**config.mk**
```make
export PLATFORM = sky130hd
export DESIGN_NAME = enc_filter_flat
export DESIGN_NICKNAME = d
export VERILOG_FILES = /design/src/rtl/enc_filter_if.sv /design/src/rtl/enc_filter.sv /design/src/flat_wrapper.sv
export SDC_FILE = /design/constraint.sdc
export NUM_CORES = 1
export LEC_CHECK = 0
export BUFFER_PORTS_ARGS = -buffer_cell sky130_fd_sc_hd__buf_2
export CORE_MARGIN = 5
export CORE_UTILIZATION = 63
export DETAILED_ROUTE_END_ITERATION = 10
export PLACE_DENSITY_LB_ADDON = 0.12
export SYNTH_ARGS = -nofsm -noshare
export SYNTH_HDL_FRONTEND = slang
export SYNTH_SLANG_ARGS = --single-unit
```
**constraint.sdc**
```tcl
create_clock -name clk -period 2.53 [get_ports clk]
set_input_delay 0.253 -clock clk [delete_from_list [all_inputs] [get_ports clk]]
set_output_delay 0.253 -clock clk [all_outputs]
set_load 0.02 [all_outputs]
```
**src/rtl/enc_filter_if.sv**
```systemverilog
// Encoder filter signal bundle: raw encoder pins in, filtered/decoded quadrature out.
// Latency: none; this is wiring only.
// Backpressure: none; all signals are level or single-cycle pulse, no handshake.
interface enc_filter_if;
   logic       ENC_A_raw;
   logic       ENC_B_raw;
   logic       clear_err;
   logic       enc_a;
   logic       enc_b;
   logic       valid;
   logic       step;
   logic       dir;
   logic       err;
   logic [7:0] err_count;

   // Stimulus side: drives the raw pins and the error clear, observes results
   modport master (
      output ENC_A_raw, ENC_B_raw, clear_err,
      input  enc_a, enc_b, valid, step, dir, err, err_count
   );

   // Filter side
   modport slave (
      input  ENC_A_raw, ENC_B_raw, clear_err,
      output enc_a, enc_b, valid, step, dir, err, err_count
   );
endinterface

```
**src/rtl/enc_filter.sv**
```systemverilog
// Quadrature encoder front end: synchronise, glitch-filter each channel, decode steps/direction/errors.
// Latency: raw level reaches enc_a/enc_b after SYNC_STAGES+FILT_CYCLES edges; step/err one edge later.
// Backpressure: none; free-running, outputs are levels and single-cycle pulses.
module enc_filter #(
   parameter int SYNC_STAGES = 2,
   parameter int FILT_CYCLES = 1000
) (
   input  logic        clk,
   input  logic        rst,
   enc_filter_if.slave bus
);
   localparam int CW     = $clog2(FILT_CYCLES + 1);
   localparam int SETTLE = SYNC_STAGES + FILT_CYCLES + 1;
   localparam int SW     = $clog2(SETTLE + 1);
   localparam logic [CW-1:0] FILT_LAST   = CW'(FILT_CYCLES - 1);
   localparam logic [SW-1:0] SETTLE_LAST = SW'(SETTLE - 1);

   typedef enum logic {INIT, RUN} state_t;

   state_t                 state, state_nxt;
   logic [SYNC_STAGES-1:0] sync_a, sync_b;
   logic [1:0]             samp;       // {A,B} last synchroniser stage
   logic [1:0]             filt;       // {A,B} accepted levels
   logic [CW-1:0]          cnt [2];    // index 1 = A, 0 = B
   logic [SW-1:0]          settle, settle_nxt;
   logic [1:0]             prev_pair, prev_nxt;
   logic                   step_q, step_nxt;
   logic                   err_q, err_nxt;
   logic                   dir_q, dir_nxt;
   logic [7:0]             err_cnt, err_cnt_nxt;

   assign samp = {sync_a[SYNC_STAGES-1], sync_b[SYNC_STAGES-1]};

   // Bring both raw channels into the clock domain
   always_ff @(posedge clk) begin
      if (rst) begin
         sync_a <= '0;
         sync_b <= '0;
      end else begin
         sync_a <= {sync_a[SYNC_STAGES-2:0], bus.ENC_A_raw};
         sync_b <= {sync_b[SYNC_STAGES-2:0], bus.ENC_B_raw};
      end
   end

   // Per-channel persistence filter: accept a new level only after FILT_CYCLES differing samples in a row
   always_ff @(posedge clk) begin
      if (rst) begin
         filt <= '0;
         for (int i = 0; i < 2; i++) cnt[i] <= '0;
      end else begin
         for (int i = 0; i < 2; i++) begin
            if (samp[i] == filt[i]) begin
               cnt[i] <= '0;
            end else if (cnt[i] == FILT_LAST) begin
               filt[i] <= samp[i];
               cnt[i]  <= '0;
            end else begin
               cnt[i] <= cnt[i] + 1'b1;
            end
         end
      end
   end

   // FSM and decoder registers
   always_ff @(posedge clk) begin
      if (rst) begin
         state     <= INIT;
         settle    <= '0;
         prev_pair <= '0;
         step_q    <= 1'b0;
         err_q     <= 1'b0;
         dir_q     <= 1'b0;
         err_cnt   <= '0;
      end else begin
         state     <= state_nxt;
         settle    <= settle_nxt;
         prev_pair <= prev_nxt;
         step_q    <= step_nxt;
         err_q     <= err_nxt;
         dir_q     <= dir_nxt;
         err_cnt   <= err_cnt_nxt;
      end
   end

   // Settle timing in INIT; in RUN classify each pair change as step, error or nothing
   always_comb begin
      state_nxt   = state;
      settle_nxt  = settle;
      prev_nxt    = prev_pair;
      step_nxt    = 1'b0;
      err_nxt     = 1'b0;
      dir_nxt     = dir_q;
      err_cnt_nxt = err_cnt;
      case (state)
         INIT: begin
            settle_nxt = settle + 1'b1;
            if (settle == SETTLE_LAST) begin
               state_nxt  = RUN;
               settle_nxt = '0;
               prev_nxt   = filt;
            end
         end
         RUN: begin
            prev_nxt = filt;
            case (filt ^ prev_pair)
               2'b01, 2'b10: begin
                  step_nxt = 1'b1;
                  // Forward (00->10->11->01) iff new A differs from old B
                  dir_nxt  = filt[1] ^ prev_pair[0];
               end
               2'b11: begin
                  err_nxt = 1'b1;
                  if (err_cnt != 8'hFF) err_cnt_nxt = err_cnt + 8'd1;
               end
               default: ;
            endcase
         end
         default: state_nxt = INIT;
      endcase
      // Clear wins over a coincident increment; the err pulse itself is untouched
      if (bus.clear_err) err_cnt_nxt = '0;
   end

   assign bus.enc_a     = filt[1];
   assign bus.enc_b     = filt[0];
   assign bus.valid     = (state == RUN);
   assign bus.step      = step_q;
   assign bus.err       = err_q;
   assign bus.dir       = dir_q;
   assign bus.err_count = err_cnt;
endmodule

```
**src/flat_wrapper.sv**
```systemverilog
// flat-port wrapper written by rule: the top's interface ports become plain ports
module enc_filter_flat 
#(
   parameter int SYNC_STAGES = 2,
   parameter int FILT_CYCLES = 1000
)
  (clk, rst, bus_ENC_A_raw, bus_ENC_B_raw, bus_clear_err, bus_enc_a, bus_enc_b, bus_valid, bus_step, bus_dir, bus_err, bus_err_count);
  enc_filter_if bus_i ();
  input  logic clk;
  input  logic rst;
  input wire logic [$bits(bus_i.ENC_A_raw)-1:0] bus_ENC_A_raw;
  input wire logic [$bits(bus_i.ENC_B_raw)-1:0] bus_ENC_B_raw;
  input wire logic [$bits(bus_i.clear_err)-1:0] bus_clear_err;
  output wire logic [$bits(bus_i.enc_a)-1:0] bus_enc_a;
  output wire logic [$bits(bus_i.enc_b)-1:0] bus_enc_b;
  output wire logic [$bits(bus_i.valid)-1:0] bus_valid;
  output wire logic [$bits(bus_i.step)-1:0] bus_step;
  output wire logic [$bits(bus_i.dir)-1:0] bus_dir;
  output wire logic [$bits(bus_i.err)-1:0] bus_err;
  output wire logic [$bits(bus_i.err_count)-1:0] bus_err_count;
  assign bus_i.ENC_A_raw = bus_ENC_A_raw;
  assign bus_i.ENC_B_raw = bus_ENC_B_raw;
  assign bus_i.clear_err = bus_clear_err;
  assign bus_enc_a = bus_i.enc_a;
  assign bus_enc_b = bus_i.enc_b;
  assign bus_valid = bus_i.valid;
  assign bus_step = bus_i.step;
  assign bus_dir = bus_i.dir;
  assign bus_err = bus_i.err;
  assign bus_err_count = bus_i.err_count;
  enc_filter #(.SYNC_STAGES(SYNC_STAGES), .FILT_CYCLES(FILT_CYCLES)) u_core (.clk(clk), .rst(rst), .bus(bus_i));
endmodule
```
==> impl_metrics.csv <==
group,metric,value,unit
placement,port_buffers,18,
synthesis,avgSynthCellArea,9.70,µm²
synthesis,syn_inst,242,
synthesis,synth_top_family_by_area,"simple AND/OR/NAND/NOR gates",
power_and_ir_drop,ir_drop,0.407,mV
sta,finClkSkew,0.00919,ns
power_and_ir_drop,power.density,538,nW/µm²
synthesis,synthXorXnorAreaFrac,0.101,
sta,tightest_slew,0.502,ns
power_and_ir_drop,leakagePower,1.03,nW
setup_path,end_kind,"register",
clocking,cts_buffer_depth,2,
clocking,clk_pin_slew,0.09,ns
die,core_area,3630,µm²
sta,setup_viol,0,
placement,gp_congestion,0.839,
clocking,post_cts_buffers,0,
cells_and_area,syn_to_final_growth,13.0,%
cells_and_area,insertedDiodeCount,0,
synthesis,async_reset_ff_frac,0,
setup_path,rr_worst_depth,6,
die,die_h,71.1,µm
routing,drt-total-wl,3870,µm
clocking,post_cts_resized,0,
cells_and_area,final_util,0.730,
setup_path,r2r_start,"u_core.filt[1]$_SDFFE_PP0P_",
global_route,grt_pass1_wl,7140,µm
setup_path,critPathMaxFanout,7,
cells_and_area,final_layout_size_suffix_gt1_frac,0.114,
status,status,"finished clean",
global_route,antenna_found_initial,0,
sta,max_freq,532,MHz
placement,place_area,2550,µm²
routing,vias_per_cell,5.19,
clocking,cts_buffers,5,
setup_path,cp.arrival,2.11,ns
routing,avgRoutedWirePerCell,11.8,µm
hold_path,holdPathStages,2,
die,rows,22,
clocking,htree_levels,2,
placement,pre_cts_slack,0.689,ns
hold_path,hp-class,"in2reg",
setup_path,r2r-end,"u_core.bus.err_count[5]$_SDFFE_PP0P_",
routing,drt_first_iter_violations,86,
synthesis,ys_seq_area_frac,0.511,
synthesis,synth.distinct_cells,40,
clocking,clk_latency,0.29,ns
placement,hpwl,2900,µm
die,initial_utilization,0.646,
hold_path,whs_endpoint,"u_core.sync_a[0]$_SDFF_PP0_",
sta,holdWs,0.166,ns
synthesis,synth_adder_area_share,0.0320,
synthesis,synth_mux_area_frac,0.0213,
synthesis,yosys_warnings,0,
run,maxCapViolations,0,
cells_and_area,design_area,2650,µm²
clocking,root_buffer,"clkbuf_8",
synthesis,ys_ff_latch,50,
sta,maxSlewHeadroom,0.657,
placement,placedCellCount,321,
cells_and_area,stdcell_count,329,
cells_and_area,nets,291,
global_route,grtUsageTotal,0.170,
routing,ant_nets,0,
routing,drc,0,
clocking,hold_buffers,0,
routing,drt_pre_antenna_iters,4,
cells_and_area,final_common_cell,"nor2_1",
clocking,clock_sinks,50,
sta,rsz0062_at_grt,"no",
global_route,grt_overflow,0,
global_route,grt_max_degree,26,
die,die-area,5050,µm²
synthesis,synth_compound_area_frac,0.0655,
synthesis,synthSimpleGateAreaFrac,0.247,
routing,num_vias,1708,
cells_and_area,fillers,285,
die,ios,19,
sta,fin_crit_sh,0.742,
sta,setup_slack,0.652,ns
setup_path,crit_required,2.76,ns
power_and_ir_drop,p_total,1.43,mW
setup_path,setup.worst_path.start_class,"register",
die,die_w,71.1,µm
clocking,cts_tree,"yes",
sta,slew_viol_final,0,
setup_path,worstSetupPathType,"reg2reg",
sta,hold_violations,0,
synthesis,yosys_most_used_dff,"dfxtp_1",
setup_path,r2r_slack,0.65,ns
sta,fin_crit,1.88,ns
hold_path,worstHoldStart,"bus_ENC_A_raw",
cells_and_area,final_cell_mix,"nor2_1 (42), dfxtp_1 (30), edfxtp_1 (20), conb_1 (20), nand2_1 (19)",
synthesis,synth-edff-count,20,
synthesis,syn_area,2350,µm²
global_route,first_global_vias,1701,
sta,setup-tns-final,0,ns
[routing by layer]
layer	part of all wire	vias to the layer above	global-route usage
met2	0.47	19	0.278
met5	0	-	0
li1	-	904	-
met4	0.013	0	0.0501
met3	0.020	6	0.0341
met1	0.49	779	0.228
[cell families after synthesis]
logic type / after synthesis
AO/OA/AOI/OAI: 23
XOR/XNOR: 27
adder cells (fa/ha/maj): 6
buffers and inverters: 12
flip-flops: 50
multiplexers: 5
other: 1
AND/OR/NAND/NOR: 118
[flip-flops by register name (all words and copies together), names as in the netlist]
name / cells
u_core.bus.dir: 1
u_core.bus.err: 1
u_core.bus.err_count: 8
u_core.bus.step: 1
u_core.bus.valid: 1
u_core.cnt: 20
u_core.filt: 2
u_core.prev_pair: 2
u_core.settle: 10
u_core.sync_a: 2
u_core.sync_b: 2
[power by group]
| part | internal (mW) | leakage (nW) | switching [mW] |
|---|---|---|---|
| combinational | 0.0226 | 0.521 | 0.0315 |
| clock | 0.251 | 0.0544 | 0.246 |
| sequential | 0.857 | 0.449 | 0.0205 |
| total | 1.13 | 1.03 | 0.297 |
[worst max path at each step]
stage               slack (ns)                                   end  depth (start not counted)                        start
global route              0.51  u_core.bus.err_count[5]$_SDFFE_PP0P_                          6  u_core.filt[1]$_SDFFE_PP0P_
floorplan                 0.72  u_core.bus.err_count[5]$_SDFFE_PP0P_                          6  u_core.filt[1]$_SDFFE_PP0P_
CTS                       0.65  u_core.bus.err_count[5]$_SDFFE_PP0P_                          6  u_core.filt[1]$_SDFFE_PP0P_
global placement          0.77  u_core.bus.err_count[5]$_SDFFE_PP0P_                          6  u_core.filt[1]$_SDFFE_PP0P_
detailed placement        0.69  u_core.bus.err_count[5]$_SDFFE_PP0P_                          6  u_core.filt[1]$_SDFFE_PP0P_
finish                    0.65  u_core.bus.err_count[5]$_SDFFE_PP0P_                          6  u_core.filt[1]$_SDFFE_PP0P_
[Yosys cell counts (all sizes together), types with 3 or more instances]
cell | count | area [µm²]
a21oi | 8 | 40.0
or3 | 5 | 31.3
a31oi | 3 | 18.8
nor3 | 8 | 40.0
mux2i | 5 | 50.1
xor2 | 11 | 96.3
clkbuf | 6 | 23.8
nand3 | 12 | 60.1
dfxtp | 30 | 601
and3 | 6 | 37.5
nand2 | 20 | 77.6
nor2 | 42 | 158
inv | 5 | 18.8
edfxtp | 20 | 601
or4 | 3 | 22.5
ha | 6 | 75.1
nand4 | 5 | 31.3
nor2b | 4 | 25.0
xnor2 | 16 | 140
[cell type report]
type / count / area [µm²] / area share
inverters: 5 / 18.8 / 0.00707
multi-input cells: 199 / 1170 / 0.441
well taps: 48 / 60.1 / 0.0226
flip-flops and latches: 50 / 1200 / 0.453
clock buffers: 7 / 96.3 / 0.0363
clock inverters: 1 / 8.76 / 0.00330
repair buffers: 19 / 97.6 / 0.0368
[worst max-delay path, stage by stage (launching register included)]
cell	delay, ns
dfxtp_1	0.47
xor2_1	0.20
ha_1	0.19
nand2_2	0.11
a21o_4	0.23
or4_1	0.47
a21oi_1	0.15
No activity file was read; power rests on OpenSTA's default activity.
